===== src/rtl/mkio_pkg.sv =====
// Shared definitions for the MKIO remote-terminal engine: command layout,
// status-word bits, FSM states and the status-word builder.
package mkio_pkg;
  localparam int unsigned WORD_W       = 16;
  localparam int unsigned ADDR_W       = 5;
  localparam int unsigned BUF_AW       = 10;
  localparam int unsigned STAT_ME_BIT  = 10;
  localparam int unsigned STAT_BCR_BIT = 4;

  localparam logic [ADDR_W-1:0] BCAST_ADDR = 5'd31;
  localparam logic [ADDR_W-1:0] MODE_SA_LO = 5'd0;
  localparam logic [ADDR_W-1:0] MODE_SA_HI = 5'd31;

  // Command word layout: [15:11] RT, [10] T/R, [9:5] SA, [4:0] WC
  typedef struct packed {
    logic [ADDR_W-1:0] rt;
    logic              tr;
    logic [ADDR_W-1:0] sa;
    logic [ADDR_W-1:0] wc;
  } cmd_t;

  typedef enum logic [3:0] {
    IDLE, RXD, DELAY, SEND, SEND_HI, SEND_LO, TXD, TXD_WAIT, TXD_LAT, DONE
  } state_t;

  function automatic logic [WORD_W-1:0] status_word(input logic [ADDR_W-1:0] rt,
                                                    input logic me, input logic bcr);
    logic [WORD_W-1:0] w;
    w = {rt, 11'd0};
    w[STAT_ME_BIT]  = me;
    w[STAT_BCR_BIT] = bcr;
    return w;
  endfunction
endpackage


===== src/rtl/mkio_cmd_decode.sv =====
// Combinational command-word decode: address/broadcast acceptance, mode-code
// detection and subaddress legality against the receive/transmit masks.
module mkio_cmd_decode
  import mkio_pkg::*;
#(
  parameter logic [ADDR_W-1:0] ADDRESS    = 5'd1,
  parameter logic [31:0]       RX_SA_MASK = 32'h0000_0028,
  parameter logic [31:0]       TX_SA_MASK = 32'h0000_0028,
  parameter bit                BCAST_EN   = 1'b1
) (
  input  logic              valid,
  input  logic [WORD_W-1:0] word,
  output logic              accept_c,
  output logic              bcast_c,
  output logic              mode_c,
  output logic              illegal_c,
  output logic              tr_c,
  output logic [ADDR_W-1:0] sa_c,
  output logic [ADDR_W-1:0] wc_c
);
  cmd_t        cmd;
  logic [31:0] mask;

  always_comb begin
    cmd       = cmd_t'(word);
    tr_c      = cmd.tr;
    sa_c      = cmd.sa;
    wc_c      = cmd.wc;
    mask      = cmd.tr ? TX_SA_MASK : RX_SA_MASK;
    mode_c    = (cmd.sa == MODE_SA_LO) || (cmd.sa == MODE_SA_HI);
    bcast_c   = BCAST_EN && (cmd.rt == BCAST_ADDR) && !cmd.tr;
    accept_c  = valid && ((cmd.rt == ADDRESS) || bcast_c);
    illegal_c = !mode_c && !mask[cmd.sa];
  end
endmodule


===== src/rtl/mkio_rt_engine.sv =====
// MIL-STD-1553 remote-terminal message engine: runs receive/transmit messages
// between the Manchester codec and the shared message buffer.
module mkio_rt_engine
  import mkio_pkg::*;
#(
  parameter logic [ADDR_W-1:0] ADDRESS    = 5'd1,
  parameter logic [31:0]       RX_SA_MASK = 32'h0000_0028,
  parameter logic [31:0]       TX_SA_MASK = 32'h0000_0028,
  parameter bit                BCAST_EN   = 1'b1,
  parameter int unsigned       RESP_DELAY = 8,
  parameter int unsigned       TIMEOUT    = 1023
) (
  input  logic              clk,
  input  logic              reset,
  input  logic              rx_done,
  input  logic [WORD_W-1:0] rx_data,
  input  logic              rx_cd,
  input  logic              p_error,
  output logic              tx_ready,
  output logic [WORD_W-1:0] tx_data,
  output logic              tx_cd,
  input  logic              tx_busy,
  output logic [BUF_AW-1:0] buf_addr,
  output logic [WORD_W-1:0] buf_wdata,
  output logic              buf_we,
  output logic              buf_re,
  input  logic [WORD_W-1:0] buf_rdata,
  output logic              msg_done,
  output logic              msg_err,
  output logic [ADDR_W-1:0] msg_sa,
  output logic              msg_tr
);
  localparam int unsigned      TMR_W      = 10;
  localparam logic [TMR_W-1:0] DELAY_LAST = TMR_W'(RESP_DELAY - 2);
  localparam logic [TMR_W-1:0] GAP_LAST   = TMR_W'(TIMEOUT - 1);

  state_t            state, state_nx, branch_c;
  logic [ADDR_W-1:0] sa, sa_nx, wc, wc_nx, idx, idx_nx;
  logic              tr, tr_nx, bcast, bcast_nx, err, err_nx;
  logic              me, me_nx, bcr, bcr_nx, txn, txn_nx;
  logic [TMR_W-1:0]  timer, timer_nx;
  logic              tx_ready_nx, tx_cd_nx, buf_we_nx, buf_re_nx;
  logic              msg_done_nx, msg_err_nx, msg_tr_nx;
  logic [WORD_W-1:0] tx_data_nx, buf_wdata_nx;
  logic [BUF_AW-1:0] buf_addr_nx;
  logic [ADDR_W-1:0] msg_sa_nx;

  logic              cmd_valid_c, accept_c, bcast_c, mode_c, illegal_c, tr_c;
  logic [ADDR_W-1:0] sa_c, wc_c;
  logic              word_c, last_c, gap_c;

  assign cmd_valid_c = rx_done && !rx_cd && !p_error;

  mkio_cmd_decode #(
    .ADDRESS(ADDRESS), .RX_SA_MASK(RX_SA_MASK),
    .TX_SA_MASK(TX_SA_MASK), .BCAST_EN(BCAST_EN)
  ) u_dec (
    .valid(cmd_valid_c), .word(rx_data), .accept_c(accept_c), .bcast_c(bcast_c),
    .mode_c(mode_c), .illegal_c(illegal_c), .tr_c(tr_c), .sa_c(sa_c), .wc_c(wc_c)
  );

  // Message-level conditions; WC=0 wraps to a last index of 31 (32 words)
  always_comb begin
    word_c = rx_done && rx_cd;
    last_c = (idx == ADDR_W'(wc - 5'd1));
    gap_c  = (timer == GAP_LAST);
    if (bcast_c && (mode_c || illegal_c))        branch_c = DONE;
    else if (!tr_c && !mode_c && !illegal_c)     branch_c = RXD;
    else                                         branch_c = DELAY;
  end

  always_ff @(posedge clk or negedge reset) begin
    if (!reset) begin
      state <= IDLE;
      sa <= '0; tr <= 1'b0; wc <= '0; idx <= '0; timer <= '0;
      bcast <= 1'b0; err <= 1'b0; me <= 1'b0; bcr <= 1'b0; txn <= 1'b0;
      tx_ready <= 1'b0; tx_data <= '0; tx_cd <= 1'b0;
      buf_addr <= '0; buf_wdata <= '0; buf_we <= 1'b0; buf_re <= 1'b0;
      msg_done <= 1'b0; msg_err <= 1'b0; msg_sa <= '0; msg_tr <= 1'b0;
    end else begin
      state <= state_nx;
      sa <= sa_nx; tr <= tr_nx; wc <= wc_nx; idx <= idx_nx; timer <= timer_nx;
      bcast <= bcast_nx; err <= err_nx; me <= me_nx; bcr <= bcr_nx; txn <= txn_nx;
      tx_ready <= tx_ready_nx; tx_data <= tx_data_nx; tx_cd <= tx_cd_nx;
      buf_addr <= buf_addr_nx; buf_wdata <= buf_wdata_nx;
      buf_we <= buf_we_nx; buf_re <= buf_re_nx;
      msg_done <= msg_done_nx; msg_err <= msg_err_nx;
      msg_sa <= msg_sa_nx; msg_tr <= msg_tr_nx;
    end
  end

  always_comb begin
    state_nx = state;
    case (state)
      IDLE:     if (accept_c) state_nx = branch_c;
      RXD: begin
        if (accept_c) state_nx = branch_c;
        else if (word_c) begin
          if (p_error)     state_nx = DONE;
          else if (last_c) state_nx = bcast ? DONE : DELAY;
        end else if (gap_c) state_nx = DONE;
      end
      DELAY:    if (timer == DELAY_LAST) state_nx = SEND;
      SEND:     if (!tx_busy) state_nx = SEND_HI;
      SEND_HI:  if (tx_busy) state_nx = SEND_LO;
      SEND_LO:  if (!tx_busy) state_nx = txn ? TXD : DONE;
      TXD:      state_nx = TXD_WAIT;
      TXD_WAIT: state_nx = TXD_LAT;
      TXD_LAT:  state_nx = SEND;
      DONE:     state_nx = IDLE;
      default:  state_nx = IDLE;
    endcase
  end

  always_comb begin
    sa_nx = sa; tr_nx = tr; wc_nx = wc; idx_nx = idx;
    timer_nx = timer + TMR_W'(1);
    bcast_nx = bcast; err_nx = err; me_nx = me; bcr_nx = bcr; txn_nx = txn;
    tx_ready_nx = 1'b0; tx_data_nx = tx_data; tx_cd_nx = tx_cd;
    buf_addr_nx = buf_addr; buf_wdata_nx = buf_wdata;
    buf_we_nx = 1'b0; buf_re_nx = 1'b0;
    msg_done_nx = 1'b0; msg_err_nx = msg_err; msg_sa_nx = msg_sa; msg_tr_nx = msg_tr;
    if ((state == IDLE || state == RXD) && accept_c) begin
      // A new command during RXD closes the running message as aborted
      if (state == RXD) begin
        msg_done_nx = 1'b1; msg_err_nx = 1'b1; msg_sa_nx = sa; msg_tr_nx = tr;
      end
      sa_nx = sa_c; tr_nx = tr_c; wc_nx = wc_c; idx_nx = '0; timer_nx = '0;
      bcast_nx = bcast_c; err_nx = illegal_c; me_nx = me || illegal_c;
      txn_nx = tr_c && !mode_c && !illegal_c;
    end else begin
      case (state)
        RXD: begin
          if (word_c) begin
            if (p_error) begin
              me_nx = 1'b1; err_nx = 1'b1;
            end else begin
              buf_we_nx = 1'b1; buf_addr_nx = {sa, idx}; buf_wdata_nx = rx_data;
              idx_nx = idx + 5'd1; timer_nx = '0;
            end
          end else if (gap_c) begin
            me_nx = 1'b1; err_nx = 1'b1;
          end
        end
        DELAY: if (timer == DELAY_LAST) begin
          tx_data_nx = status_word(ADDRESS, me, bcr); tx_cd_nx = 1'b0;
        end
        SEND: if (!tx_busy) begin
          tx_ready_nx = 1'b1;
          if (!tx_cd) begin
            me_nx = 1'b0; bcr_nx = 1'b0;
          end
        end
        TXD: begin
          buf_re_nx = 1'b1; buf_addr_nx = {sa, idx};
        end
        TXD_LAT: begin
          tx_data_nx = buf_rdata; tx_cd_nx = 1'b1; idx_nx = idx + 5'd1;
          if (last_c) txn_nx = 1'b0;
        end
        DONE: begin
          msg_done_nx = 1'b1; msg_err_nx = err; msg_sa_nx = sa; msg_tr_nx = tr;
          if (bcast) bcr_nx = 1'b1;
        end
        default: ;
      endcase
    end
  end
endmodule


===== config.mk =====
export PLATFORM = sky130hd
export DESIGN_NAME = mkio_rt_engine
export DESIGN_NICKNAME = d
export VERILOG_FILES = /design/src/rtl/mkio_pkg.sv /design/src/rtl/mkio_cmd_decode.sv /design/src/rtl/mkio_rt_engine.sv
export SDC_FILE = /design/constraint.sdc
export NUM_CORES = 1
export LEC_CHECK = 0
export CAP_MARGIN = 0
export CORE_MARGIN = 4
export CORE_UTILIZATION = 45
export DETAILED_ROUTE_END_ITERATION = 10
export PLACE_DENSITY = 0.73
export SLEW_MARGIN = 10
export SYNTH_ARGS = -nofsm -noshare
export SYNTH_HDL_FRONTEND = slang
export SYNTH_SLANG_ARGS = --single-unit

===== constraint.sdc =====
create_clock -name clk -period 2.5 [get_ports clk]
set_input_delay 0.5 -clock clk [delete_from_list [all_inputs] [get_ports clk]]
set_output_delay 0.5 -clock clk [all_outputs]
set_load 0.05 [all_outputs]

==> impl_metrics.json <==
{
  "seq_area_mm2": 0.00223,
  "dpl_cell_area_mm2": 0.00517,
  "maxSlewHeadroom_pct": 60.1,
  "dpl.cell_count": 538,
  "ys_seq_elements": 89,
  "first_global_vias": 2988,
  "drv_slew": 0,
  "cap_violations": 0,
  "path_max_fanout": 6,
  "ys_warn_count": 0,
  "path_buf_inv": 1,
  "start_util_pct": 46.6,
  "row_count": 34,
  "fin_crit_sh_pct": 84.3,
  "grt_usage_pct": 18.3,
  "clockPowerShare_pct": 16.0,
  "drive_gt1_share_pct": 18.8,
  "synthFlopType": "dfrtp_1",
  "clockRootBuffer": "clkbuf_8",
  "worst-r2r-setup-slack_ns": 0.39,
  "final_util_pct": 61.1,
  "hold_viol": 0,
  "die_w_um": 103,
  "p_int_mw": 3.62,
  "cp_slowest_cell": "dfrtp_1",
  "seq_power_share_pct": 35.8,
  "finalNonFillerCells": 554,
  "fillCellCount": 747,
  "crit_path_cell_trace": "inv_1, ha_1, nor4b_1, nand4_1, a2bb2oi_1, o211ai_2, mux2_1",
  "cts_made_buffers": 9,
  "leakage_nw": 2.42,
  "cts-hold-fix-buffers": 0,
  "critPathKind": "flop to flop",
  "worst_ir_drop_vdd_mv": 0.592,
  "setup_violations": 0,
  "grt_remaining_overflow": 0,
  "netlist_area_mm2": 0.00410,
  "p_sw_mw": 2.85,
  "antenna_cells": 0,
  "hp-class": "input pin to asynchronous set/reset pin",
  "fin_nets": 483,
  "final_area_mm2": 0.00538,
  "htreeDepth": 3,
  "cts.clk_slew.worst_paths_ns": 0.09,
  "place_ws_ns": 0.00801,
  "max_stage_delay_ns": 0.45,
  "place.gp.congestion": 0.852,
  "synth_fp_nets": 384,
  "p_sw_share_pct": 44.1,
  "setup_ws_ns": 0.391,
  "cp.required_ns": 2.74,
  "num_io_pins": 92,
  "drc": 0,
  "start_kind": "flop",
  "fin_skew_ns": 0.0134,
  "ys_seq_area_share_pct": 54.3,
  "wl_per_cell_um": 16.9,
  "synthDistinctLibCells": 58,
  "power_frac_comb_pct": 48.2,
  "ant_nets": 0,
  "fin_setup_tns_ns": 0,
  "fmax_mhz": 474,
  "area.growth.synth_to_final_pct": 31.2,
  "hold_slack_ns": 0.137,
  "drt-total-wl_um": 9390,
  "fin_total_pwr_mw": 6.47,
  "layout_min_cycle_time_ns": 2.11,
  "syn_avg_cell_area_um2": 12.0,
  "async_flop_share_pct": 100,
  "clock_latency_ns": 0.36,
  "endpoint_kind": "flop",
  "fp.dieH_um": 103,
  "drtIter0Drc": 138,
  "rsz0062_at_grt": "no",
  "worst_slew_pin_slew_ns": 0.593,
  "hpwl_um": 6780,
  "cts.repair.resized": 0,
  "cts_tree": "done",
  "grt_start_max_net_pins": 48,
  "synthCells": 342,
  "grt_pass1_wl_um": 15100,
  "via_per_inst": 5.48,
  "synth_edf_count": 0,
  "status": "finished clean",
  "cts_setup_buffers": 0,
  "cp_top_family": "simple AND/OR/NAND/NOR gates",
  "clock_path_buffers": 2,
  "cts_sinks": 89,
  "power.density_mw_per_mm2": 1200,
  "core_mm2": 0.00881,
  "io_buffers": 91,
  "multi_input_area_mm2": 0.00176,
  "via_count": 3036,
  "drtPass1Iterations": 4,
  "antenna_found_initial": 0,
  "dieArea_mm2": 0.0107,
  "cp_data_arrival_time_ns": 2.35
}
power by group through the flow:
stage | logic (mW) | registers [mW] | clock network, mW
after detailed placement | 3.13 | 2.34 | 0
after global placement | 3.09 | 2.32 | 0
after global routing | 3.31 | 2.38 | 1.14
after CTS | 3.15 | 2.31 | 1.06
final | 3.12 | 2.31 | 1.04
after floorplan | 1.06 | 3.37 | 0
registers in the layout (all words and copies together), names as in the netlist:
register   flops
tx_data       16
state          4
idx            5
buf_we         1
buf_addr      10
bcast          1
txn            1
tr             1
buf_re         1
me             1
buf_wdata     16
tx_ready       1
timer         10
err            1
msg_err        1
sa             5
msg_tr         1
bcr            1
wc             5
msg_done       1
msg_sa         5
tx_cd          1
layout by cell type, fill, tap and decap left out, drive strengths merged, types with 2 or more instances in the layout:
| master | count |
|---|---|
| buf | 10 |
| clkinvlp | 2 |
| mux2 | 44 |
| a311oi | 2 |
| ha | 4 |
| nand3 | 15 |
| clkdlybuf4s50 | 90 |
| and3 | 2 |
| clkinv | 3 |
| o21ai | 9 |
| and2 | 3 |
| o211ai | 6 |
| nor4 | 4 |
| dfrtp | 89 |
| and4 | 5 |
| a22o | 14 |
| mux2i | 4 |
| o31ai | 2 |
| clkbuf | 10 |
| inv | 11 |
| or3 | 3 |
| nor3 | 5 |
| nand4 | 2 |
| xor2 | 9 |
| and4b | 2 |
| a211o | 2 |
| a31oi | 3 |
| a21boi | 3 |
| nand2 | 24 |
| nand2b | 5 |
| a21oi | 12 |
| a21o | 2 |
| nor2b | 3 |
| nor4b | 2 |
| xnor2 | 6 |
| nor2 | 21 |
| nand3b | 2 |
area by class of cell:
cell class	count	area share (%)
tap	108	2.51
clock buffer	10	2.56
multi-input combinational	230	32.7
inverter	11	0.767
sequential	89	41.4
clock inverter	6	1.46
timing repair buffer	100	18.6
worst paths after layout:
path,depth (start not counted),from,end
max,7,timer[0]$_DFF_PN0_,state[1]$_DFFE_PN0P_
min,1,reset,tx_data[12]$_DFFE_PN0P_
max reg2reg,7,timer[0]$_DFF_PN0_,state[1]$_DFFE_PN0P_
min reg2reg,2,tx_data[10]$_DFFE_PN0P_,tx_data[10]$_DFFE_PN0P_
max in group asynchronous,2,reset,timer[4]$_DFF_PN0_
min in group clk,2,tx_data[10]$_DFFE_PN0P_,tx_data[10]$_DFFE_PN0P_
worst register-to-register path, delay by kind of cell, from the launching register on:
family          cells  cell delay (ns)
buf+inv             1             0.08
fa+ha+maj           1             0.14
compound gates      2             0.42
flops               1             0.45
mux                 1             0.33
simple gates        2             0.57
metal layers:
layer	up-vias	track usage, %	part of all wire [%]
met5	-	0	0
met4	0	6.18	1.2
met3	13	5.43	8.8
met2	113	27.5	45
met1	1471	25.3	45
li1	1439	-	-
kinds of logic (layout without fill, tap and decap cells):
kind of cell	Yosys count	count (layout)	synth area share (%)
compound gates	59	59	10.6
xor+xnor	15	15	3.20
fa+ha+maj	4	4	1.22
buf+inv	23	127	2.80
flops	89	89	54.3
mux	48	48	13.0
simple gates	104	104	14.9
Yosys cell counts (4+ instances only):
library cell	number	area, um^2
nand3_1	14	70.1
xor2_1	9	78.8
ha_1	4	50.1
o21ai_0	9	45.0
buf_2	5	25.0
a21oi_1	10	50.1
dfrtp_1	89	2230
nand2b_1	4	25.0
mux2i_1	4	40.0
nand2_1	24	90.1
o211ai_1	5	37.5
mux2_2	42	473
a22o_1	14	123
nor2_1	19	71.3
xnor2_1	6	52.6
and4_1	5	43.8
inv_1	9	33.8
Note: power is estimated with default switching activity, not from simulation.
